**src/rtl/fpadd.sv**
```systemverilog
// Multi-cycle IEEE-754 adder/subtractor: IDLE->UNPACK->ALIGN->ADD->NORM->ROUND, one stage per clock.
// Denormals flush to zero, rounding is nearest-even, and the result is registered with a level done flag.
module fpadd #(
  parameter int unsigned EXP_W  = 8,
  parameter int unsigned FRAC_W = 23
) (
  input  logic                      clk,
  input  logic                      reset,
  input  logic                      start,
  input  logic                      sub,
  input  logic [EXP_W+FRAC_W:0]     dataa,
  input  logic [EXP_W+FRAC_W:0]     datab,
  output logic [EXP_W+FRAC_W:0]     result,
  output logic                      done
);

  localparam int unsigned W     = 1 + EXP_W + FRAC_W;
  localparam int unsigned MAN_W = FRAC_W + 1;
  localparam int unsigned EXT_W = MAN_W + 3;
  localparam int unsigned SUM_W = EXT_W + 1;
  localparam int unsigned E_W   = EXP_W + 2;
  localparam int unsigned LZ_W  = $clog2(EXT_W + 1);

  localparam logic [EXP_W-1:0]        EXP_MAX = '1;
  localparam logic signed [E_W-1:0]   EXP_TOP = E_W'((1 << EXP_W) - 1);
  localparam logic signed [E_W-1:0]   EXP_ONE = E_W'(1);
  localparam logic [W-1:0]            QNAN    = {1'b0, EXP_MAX, 1'b1, (FRAC_W-1)'(0)};

  typedef enum logic [2:0] {
    S_IDLE,
    S_UNPACK,
    S_ALIGN,
    S_ADD,
    S_NORM,
    S_ROUND
  } state_e;

  state_e state_q, state_d;

  logic [W-1:0]              a_q, a_d, b_q, b_d;
  logic                      sa_q, sa_d, sb_q, sb_d;
  logic [EXP_W-1:0]          ea_q, ea_d, eb_q, eb_d;
  logic [MAN_W-1:0]          ma_q, ma_d, mb_q, mb_d;
  logic                      spec_q, spec_d;
  logic [W-1:0]              spec_val_q, spec_val_d;
  logic [EXT_W-1:0]          mb_al_q, mb_al_d;
  logic [SUM_W-1:0]          sum_q, sum_d;
  logic [EXT_W-1:0]          nman_q, nman_d;
  logic signed [E_W-1:0]     exp_q, exp_d;
  logic                      sign_q, sign_d;
  logic                      zero_q, zero_d;
  logic [W-1:0]              result_q, result_d;
  logic                      done_q, done_d;

  // Leading-zero count over the 27-bit extended mantissa; all-zero input returns EXT_W.
  function automatic logic [LZ_W-1:0] lzc(input logic [EXT_W-1:0] x);
    logic [LZ_W-1:0] n;
    n = LZ_W'(EXT_W);
    for (int i = 0; i < int'(EXT_W); i++) begin
      if (x[i]) n = LZ_W'(int'(EXT_W) - 1 - i);
    end
    return n;
  endfunction

  // State register plus all datapath flops
  always_ff @(posedge clk or posedge reset) begin
    if (reset) begin
      state_q    <= S_IDLE;
      a_q        <= '0;
      b_q        <= '0;
      sa_q       <= 1'b0;
      sb_q       <= 1'b0;
      ea_q       <= '0;
      eb_q       <= '0;
      ma_q       <= '0;
      mb_q       <= '0;
      spec_q     <= 1'b0;
      spec_val_q <= '0;
      mb_al_q    <= '0;
      sum_q      <= '0;
      nman_q     <= '0;
      exp_q      <= '0;
      sign_q     <= 1'b0;
      zero_q     <= 1'b0;
      result_q   <= '0;
      done_q     <= 1'b0;
    end else begin
      state_q    <= state_d;
      a_q        <= a_d;
      b_q        <= b_d;
      sa_q       <= sa_d;
      sb_q       <= sb_d;
      ea_q       <= ea_d;
      eb_q       <= eb_d;
      ma_q       <= ma_d;
      mb_q       <= mb_d;
      spec_q     <= spec_d;
      spec_val_q <= spec_val_d;
      mb_al_q    <= mb_al_d;
      sum_q      <= sum_d;
      nman_q     <= nman_d;
      exp_q      <= exp_d;
      sign_q     <= sign_d;
      zero_q     <= zero_d;
      result_q   <= result_d;
      done_q     <= done_d;
    end
  end

  // Next state and operand capture; start is only honoured in IDLE
  always_comb begin
    state_d = state_q;
    a_d     = a_q;
    b_d     = b_q;
    done_d  = done_q;
    case (state_q)
      S_IDLE: begin
        if (start) begin
          state_d = S_UNPACK;
          a_d     = dataa;
          b_d     = {datab[W-1] ^ sub, datab[W-2:0]};
          done_d  = 1'b0;
        end
      end
      S_UNPACK: state_d = S_ALIGN;
      S_ALIGN:  state_d = S_ADD;
      S_ADD:    state_d = S_NORM;
      S_NORM:   state_d = S_ROUND;
      S_ROUND: begin
        state_d = S_IDLE;
        done_d  = 1'b1;
      end
      default:  state_d = S_IDLE;
    endcase
  end

  logic [EXP_W-1:0] a_exp, b_exp;
  logic [FRAC_W-1:0] a_frac, b_frac;
  logic             a_nan, b_nan, a_inf, b_inf, swap;
  logic [W-2:0]     a_mag, b_mag, big_mag, small_mag;

  // UNPACK: classify, flush exp==0 to zero, order so |A| >= |B|
  always_comb begin
    a_exp     = a_q[W-2:FRAC_W];
    b_exp     = b_q[W-2:FRAC_W];
    a_frac    = a_q[FRAC_W-1:0];
    b_frac    = b_q[FRAC_W-1:0];
    a_nan     = (a_exp == EXP_MAX) && (a_frac != '0);
    b_nan     = (b_exp == EXP_MAX) && (b_frac != '0);
    a_inf     = (a_exp == EXP_MAX) && (a_frac == '0);
    b_inf     = (b_exp == EXP_MAX) && (b_frac == '0);
    a_mag     = (a_exp == '0) ? '0 : a_q[W-2:0];
    b_mag     = (b_exp == '0) ? '0 : b_q[W-2:0];
    swap      = b_mag > a_mag;
    big_mag   = swap ? b_mag : a_mag;
    small_mag = swap ? a_mag : b_mag;

    sa_d       = sa_q;
    sb_d       = sb_q;
    ea_d       = ea_q;
    eb_d       = eb_q;
    ma_d       = ma_q;
    mb_d       = mb_q;
    spec_d     = spec_q;
    spec_val_d = spec_val_q;
    if (state_q == S_UNPACK) begin
      sa_d       = swap ? b_q[W-1] : a_q[W-1];
      sb_d       = swap ? a_q[W-1] : b_q[W-1];
      ea_d       = big_mag[W-2:FRAC_W];
      eb_d       = small_mag[W-2:FRAC_W];
      ma_d       = {(big_mag[W-2:FRAC_W] != '0), big_mag[FRAC_W-1:0]};
      mb_d       = {(small_mag[W-2:FRAC_W] != '0), small_mag[FRAC_W-1:0]};
      spec_d     = 1'b1;
      spec_val_d = '0;
      if (a_nan || b_nan)                         spec_val_d = QNAN;
      else if (a_inf && b_inf && (a_q[W-1] != b_q[W-1])) spec_val_d = QNAN;
      else if (a_inf)                             spec_val_d = a_q;
      else if (b_inf)                             spec_val_d = b_q;
      else                                        spec_d     = 1'b0;
    end
  end

  logic [EXP_W-1:0] shamt;
  logic [EXT_W-1:0] b_ext, lost_mask;
  logic             lost_any;

  // ALIGN: shift B right into mantissa+G/R/S, folding lost bits into sticky
  always_comb begin
    shamt     = ea_q - eb_q;
    b_ext     = {mb_q, 3'b000};
    lost_mask = '0;
    lost_any  = 1'b0;
    mb_al_d   = mb_al_q;
    if (state_q == S_ALIGN) begin
      if (int'(shamt) >= int'(EXT_W)) begin
        mb_al_d = {(EXT_W-1)'(0), (mb_q != '0)};
      end else begin
        lost_mask = (EXT_W'(1) << shamt) - EXT_W'(1);
        lost_any  = (b_ext & lost_mask) != '0;
        mb_al_d   = (b_ext >> shamt) | EXT_W'(lost_any);
      end
    end
  end

  // ADD: magnitude add or subtract; swap guarantees a non-negative difference
  always_comb begin
    sum_d = sum_q;
    if (state_q == S_ADD) begin
      if (sa_q == sb_q) sum_d = {1'b0, ma_q, 3'b000} + {1'b0, mb_al_q};
      else              sum_d = {1'b0, ma_q, 3'b000} - {1'b0, mb_al_q};
    end
  end

  logic [LZ_W-1:0]       lz;
  logic signed [E_W-1:0] e_a, lz_e;

  // NORM: carry-out shifts right keeping sticky, otherwise shift out leading zeros
  always_comb begin
    lz     = lzc(sum_q[EXT_W-1:0]);
    e_a    = E_W'(ea_q);
    lz_e   = E_W'(lz);
    nman_d = nman_q;
    exp_d  = exp_q;
    sign_d = sign_q;
    zero_d = zero_q;
    if (state_q == S_NORM) begin
      sign_d = sa_q;
      zero_d = 1'b0;
      if (sum_q == '0) begin
        // Only equal-signed zeros keep their sign; true cancellation gives +0
        zero_d = 1'b1;
        sign_d = sa_q & sb_q;
        nman_d = '0;
        exp_d  = '0;
      end else if (sum_q[SUM_W-1]) begin
        nman_d = {sum_q[SUM_W-1:2], sum_q[1] | sum_q[0]};
        exp_d  = e_a + EXP_ONE;
      end else begin
        nman_d = sum_q[EXT_W-1:0] << lz;
        exp_d  = e_a - lz_e;
      end
    end
  end

  logic [MAN_W-1:0]      m_keep;
  logic                  rnd_up;
  logic [MAN_W:0]        m_r;
  logic [FRAC_W-1:0]     frac_fin;
  logic signed [E_W-1:0] e_r;

  // ROUND: nearest-even on G/R/S, then resolve specials, overflow and underflow
  always_comb begin
    m_keep   = nman_q[EXT_W-1:3];
    rnd_up   = nman_q[2] & (nman_q[1] | nman_q[0] | m_keep[0]);
    m_r      = {1'b0, m_keep} + (MAN_W+1)'(rnd_up);
    frac_fin = m_r[MAN_W] ? m_r[MAN_W-1:1] : m_r[FRAC_W-1:0];
    e_r      = m_r[MAN_W] ? exp_q + EXP_ONE : exp_q;
    result_d = result_q;
    if (state_q == S_ROUND) begin
      if (spec_q)              result_d = spec_val_q;
      else if (zero_q)         result_d = {sign_q, (W-1)'(0)};
      else if (e_r >= EXP_TOP) result_d = {sign_q, EXP_MAX, FRAC_W'(0)};
      else if (e_r < EXP_ONE)  result_d = {sign_q, (W-1)'(0)};
      else                     result_d = {sign_q, e_r[EXP_W-1:0], frac_fin};
    end
  end

  assign result = result_q;
  assign done   = done_q;

endmodule

```
**config.mk**
```make
export PLATFORM = sky130hd
export DESIGN_NAME = fpadd
export DESIGN_NICKNAME = d
export VERILOG_FILES = /design/src/rtl/fpadd.sv
export SDC_FILE = /design/constraint.sdc
export NUM_CORES = 1
export LEC_CHECK = 0
export ABC_AREA = 1
export BUFFER_PORTS_ARGS = -buffer_cell sky130_fd_sc_hd__buf_2
export CORE_UTILIZATION = 60
export DETAILED_ROUTE_END_ITERATION = 16
export PLACE_DENSITY = 0.78
export SETUP_SLACK_MARGIN = 0.3
export SYNTH_ARGS = -nofsm -noshare
export SYNTH_HDL_FRONTEND = slang
export SYNTH_SLANG_ARGS = --single-unit
```
**constraint.sdc**
```tcl
create_clock -name clk -period 16.05 [get_ports clk]
set_input_delay 1.605 -clock clk [delete_from_list [all_inputs] [get_ports clk]]
set_output_delay 1.605 -clock clk [all_outputs]
set_load 0.05 [all_outputs]
```
==> results of run 1 <==
[Yosys cell counts (17+ instances only)]
cell type	instances
buf_1	17
o22ai_1	52
o21ai_0	312
nor4_1	20
ha_1	97
clkbuf_1	121
nand3_1	200
nor2_1	165
nand4_1	46
xor2_1	47
a2bb2oi_1	17
nand2_1	775
a21oi_1	176
nor3_1	28
dfrtp_1	293
inv_1	318
[worst max-delay path, delay by kind of cell (launching register included)]
family,cells,cell delay [ps]
AND/OR/NAND/NOR,8,1830
buffers and inverters,4,1230
adder cells (fa/ha/maj),1,570
flip-flops,1,470
AO/OA/AOI/OAI,4,430
[cells by family (layout without fill, tap and decap cells)]
kind of cell | Yosys count | count (layout) | share of synthesized area
and+or+nand+nor | 1269 | 1269 | 0.2718
AOI/OAI and AO/OA | 644 | 644 | 0.1794
buffers and inverters | 470 | 514 | 0.08910
DFF | 293 | 293 | 0.3672
adders and majority gates | 100 | 100 | 0.06379
xor gates and xnor gates | 59 | 59 | 0.02625
muxes | 5 | 5 | 0.002507
[flip-flops by register name (all words and copies together) (netlist names), 3 cells and up]
signal and cells:
nman_q 27, result 32, eb_q 8, b_q 32
exp_q 10, a_q 32, mb_al_q 27, state_q 3
spec_val_q 32, ma_q 24, ea_q 8, mb_q 24
sum_q 28
[layout make-up]
class | instances | area share
clock buffers | 44 | 0.04381
clock inverters | 16 | 0.01108
inverters | 327 | 0.05638
multi-input cells | 2077 | 0.4967
flip-flops and latches | 293 | 0.3347
well taps | 442 | 0.02525
repair buffers | 127 | 0.03210
[metal layers]
metal,vias up,routed length [µm]
met2,907,30310
met5,-,0
met3,211,4015
met4,0,4076
met1,9264,24680
li1,9476,-
[stage by stage]
stage,instance area [µm²],util,cells
final,21900,0.6715,3326
after global routing,21900,0.6715,3326
after CTS,21900,0.6715,3326
after detailed placement,20700,0.6347,3266
after global placement,20700,0.6347,3266
after floorplan,19970,-,2840
[worst min path at each step]
stage,slack (ps),cells past startpoint,end
after floorplan,440,2,spec_val_q[3]
after global placement,450,2,spec_val_q[9]
after detailed placement,450,2,spec_val_q[18]
after CTS,470,2,spec_val_q[18]
after global routing,490,2,spec_val_q[3]
final,470,2,spec_val_q[3]
==> results.cfg, run 1 <==
[status]
outcome = completed

[cts]
clock-sinks = 293
cts_buffers = 34
cts.clk_slew.worst_paths_ps = 70
cts_hold_buf = 0
post_cts.repair.setup_buffers = 0
cts_tree = done
root_buffer = clkbuf_16
htreeDepth = 2
insertion_delay_ps = 530
cts_resized = 0
cts.path.max_buffers = 3

[floorplan]
dieArea_um2 = 34010
fp.dieW_um = 184.4
coreArea_um2 = 32620
num_io_pins = 101
dieHeight_um = 184.4
num_rows = 66
initial_utilization = 0.6122

[setup_path]
cp-endpoint = exp_q[6]
crit_chain = nor4_1 -> inv_1 -> nor2_1 -> inv_1 -> nor2_1 -> buf_4 -> clkinv_1 -> ha_1 -> a21oi_1 -> and2_1 -> nor2_1 -> nor3_1 -> nand2_1 -> nand2_1 -> a21oi_1 -> o21ai_0 -> o21ai_0
cp-start-kind = flip-flop
cp.arrival_ps = 5080
cp.required_ps = 16450
endpoint_kind = flip-flop
r2r_end = exp_q[6]
rrSetupSlack_ps = 11370
worstSetupPathType = reg -> reg
worst_path_largest_cell_delay_ps = 570
reg2reg_depth = 17
critical_path.max_fanout = 18
crit_start = sum_q[19]
cp_slowest_cell = ha_1
reg2reg_from = sum_q[19]
crit_top_cell = nor2_1

[global_routing]
grt_pass1_wl_um = 99560
grt_pass1_vias = 18639
antenna_found_initial = 0
met3_usage = 0.04466
grt_max_degree = 98
use_met2 = 0.6421
grt-ovfl-total = 0
track_usage = 0.3762
grt.busiest_layer = met2
gr-usage-met1 = 0.4571

[place]
dp_hpwl_um = 47800
port_buffers = 100
globalplace.congestion = 1.050
dp_slack_ps = 11510

[route]
vias = 19858
wirelength_um = 63090
wire_per_inst_um = 18.97
first_pass_iters = 7
drt_iter0_markers = 1720
viasPerCell = 5.971
route.detailed.drc = 0
final_antenna_net_count = 0

[synth]
synthTopCellsByArea = dfrtp_1 37%, nand2_1 15%, o21ai_0 7.8%
ys.flop_type = dfrtp_1
synthCells = 2840
synthDistinctLibCells = 59
synth_area_per_cell_um2 = 7.031
ys_ff_latch = 293
synth_top_area_share = 0.3672
yosysWarnings = 0
synth_edf_count = 0
yosysTopAreaCell = dfrtp_1
syn_nets = 3008
ys_seq_area_frac = 0.3672
synthesis.area_um2 = 19970
async_reset_ff_frac = 1.000

[timing]
finalHoldViolations = 0
tightest_slew_ps = 956.5
fin_crit_sh = 0.2915
rsz0062_at_grt = false
setup_slack_ps = 11370
period_minus_slack_ps = 4679
fmax_mhz = 213.7
whs_ps = 468.1
drv_slew = 0
tns_ps = 0
setup_viol = 0
finClkSkew_ps = 27.32
max_slew_margin = 0.3584

[finish]
multi_input_area_um2 = 10880
final_common_cell = nand2_1
num_antenna_cells = 0
nets = 3028
seq_area_um2 = 7332
layout_common_cells = 774 x nand2_1, 316 x inv_1, 312 x o21ai_0, 293 x dfrtp_1, 200 x nand3_1
drive_gt1_frac = 0.07628
syn_to_final_growth_pct = 9.700
fillers = 2881

[hold_path]
hold_class = reg -> reg
hold_path_startpoint = spec_val_q[3]

[run]
max-cap-violations = 0
Power of run 1 is left out: the tool's default activity adds up to more than one toggle a clock period on the data nets, which glitch-free logic cannot reach.
==> inputs of run 2 (changes only) <==
ABC_AREA = 0   (was 1)
clock period = 4.4 ns   (was 16.05 ns; I/O delays follow)
==> results.cfg, run 2 <==
[status]
outcome = completed

[place]
port_buffers = 100
dpl.cell_count = 2911
dp_hpwl_um = 46890
globalplace.congestion = 1.029

[floorplan]
fp.dieW_um = 189.8
dieHeight_um = 189.8
initial_utilization = 0.6110
coreArea_um2 = 34630
num_rows = 68
dieArea_um2 = 36020
num_io_pins = 101

[cts]
cts_tree = done
htreeDepth = 2
cts.path.max_buffers = 3
cts_buffers = 34
clock-sinks = 293
insertion_delay_ps = 550
root_buffer = clkbuf_16
cts.clk_slew.worst_paths_ps = 60

[global_routing]
grt-ovfl-total = 0
antenna_found_initial = 0
track_usage = 0.3579
grt_pass1_vias = 18520
grt_pass1_wl_um = 101800
grt_max_degree = 151

[route]
route.detailed.drc = 0
viasPerCell = 6.613
wire_per_inst_um = 21.71
vias = 19646
drt_iter0_markers = 1924
wirelength_um = 64490
final_antenna_net_count = 0
first_pass_iters = 6

[timing]
tns_ps = 0
finalHoldViolations = 0
period_minus_slack_ps = 3911
max_slew_margin = 0.2305
setup_viol = 0
tightest_slew_ps = 1154
rsz0062_at_grt = false
fmax_mhz = 255.7
whs_ps = 112.0
drv_slew = 0
fin_crit_sh = 0.8889
finClkSkew_ps = 19.90

[setup_path]
cp_slowest_cell = xor2_4
rrSetupSlack_ps = 490
endpoint_kind = flip-flop
cp.arrival_ps = 4330
cp_num_buf_inv = 2
critical_path.max_fanout = 26
cp-start-kind = flip-flop
reg2reg_depth = 13
cp.depth = 13
worst_path_largest_cell_delay_ps = 730
cp.required_ps = 4820
worstSetupPathType = reg -> reg
cp_top_family = multiplexers
crit_chain = inv_1 -> ha_1 -> inv_1 -> fa_2 -> xor2_4 -> mux4_2 -> mux2i_1 -> mux2i_1 -> nand2_1 -> a21oi_1 -> a2111oi_1 -> a41o_1 -> a31oi_1

[synth]
post-synth-top-count-cell = dfrtp_1
synthDistinctLibCells = 85
async_reset_ff_frac = 1.000
synthesis.area_um2 = 21160
ys_ff_latch = 293
synth_top_area_share = 0.3466
synth_common_cells = 293 x dfrtp_1, 261 x nand2_1, 214 x o21ai_0, 191 x nor2_1, 150 x a21oi_1
synthCells = 2489
synth_area_per_cell_um2 = 8.500
synthTopCellsByArea = dfrtp_1 35%, mux2i_1 6.1%, ha_1 5.7%
yosysWarnings = 0
ys_seq_area_frac = 0.3466
ys.flop_type = dfrtp_1
yosysTopAreaCell = dfrtp_1
synth_edf_count = 0
syn_nets = 2657

[finish]
final_common_cell = dfrtp_1
layout_common_cells = 293 x dfrtp_1, 258 x nand2_1, 214 x o21ai_0, 191 x nor2_1, 149 x a21oi_1
utilization = 0.6685
num_antenna_cells = 0
final_cells = 2971
drive_gt1_frac = 0.1288
nets = 2662
syn_to_final_growth_pct = 9.415

[hold_path]
hold_depth = 3
hold_class = in -> reg

[run]
max-cap-violations = 0
-- run 2: cell count changes in the layout (fill, tap and decap cells not counted), sizes merged, moves of 29 or more --
cell   change
xnor2     +29
mux2      +61
o21ai    -100
nand2    -518
and3      +33
and2      +79
nor4      +29
mux2i    +124
inv      -203
nand3    -163
-- run 2: final timing paths --
kind / startpoint / end
worst max-delay path: ea_q[0] / mb_al_q[0]
worst min-delay path: dataa[29] / a_q[29]
worst max register to register: ea_q[0] / mb_al_q[0]
worst min register to register: eb_q[3] / eb_q[3]
max in group asynchronous: reset / ea_q[0]
min in group asynchronous: reset / nman_q[16]
-- run 2: kinds of logic (layout without fill, tap and decap cells) --
kind of cell	count (synthesis)	count (layout)	share of synthesized area
adders and majority gates	100	100	0.06020
and+or+nand+nor	848	848	0.2005
buffers and inverters	307	334	0.05630
DFF	293	293	0.3466
muxes	206	206	0.1105
xor gates and xnor gates	66	66	0.02732
AOI/OAI and AO/OA	669	669	0.1985
-- run 2: tightest hold or removal path: cells and delay by family --
family | cells | cell delay, ps
buf+inv | 1 | 70
simple gates | 1 | 30
compound gates | 1 | 70
-- run 2: metal layers --
layer | share of wire | global-route usage | vias up
li1 | - | - | 9006
met3 | 0.072 | 0.05737 | 220
met2 | 0.47 | 0.5811 | 954
met5 | 0 | 0 | -
met1 | 0.40 | 0.4552 | 9466
met4 | 0.059 | 0.2016 | 0
-- run 2: repair_timing --
action,CTS,global route
hold buffers,1,0
setup endpoints to repair,0,75
setup buffers,0,1
endpoints found under the hold margin,12,0
resized for setup,0,3
-- run 2: final cells by class --
class                      count  area, µm²
clock buffer                  49      988.4
clock inverter                 9      120.1
fill                        2841      11480
inverter                     122      461.7
multi-input combinational   1889      12730
sequential                   293       7332
tap                          455      569.3
timing repair buffer         154      945.9
-- run 2: through the flow --
| step | worst slack [ps] | area (µm²) |
|---|---|---|
| finish | 488.9 | 23150 |
| global route | 298.8 | 23150 |
| CTS | 431.4 | 23130 |
| detailed placement | 521.8 | 22010 |
| global placement | 642.5 | 22010 |
| floorplan | 70.85 | 21160 |
Power of run 2 is left out for the same reason.
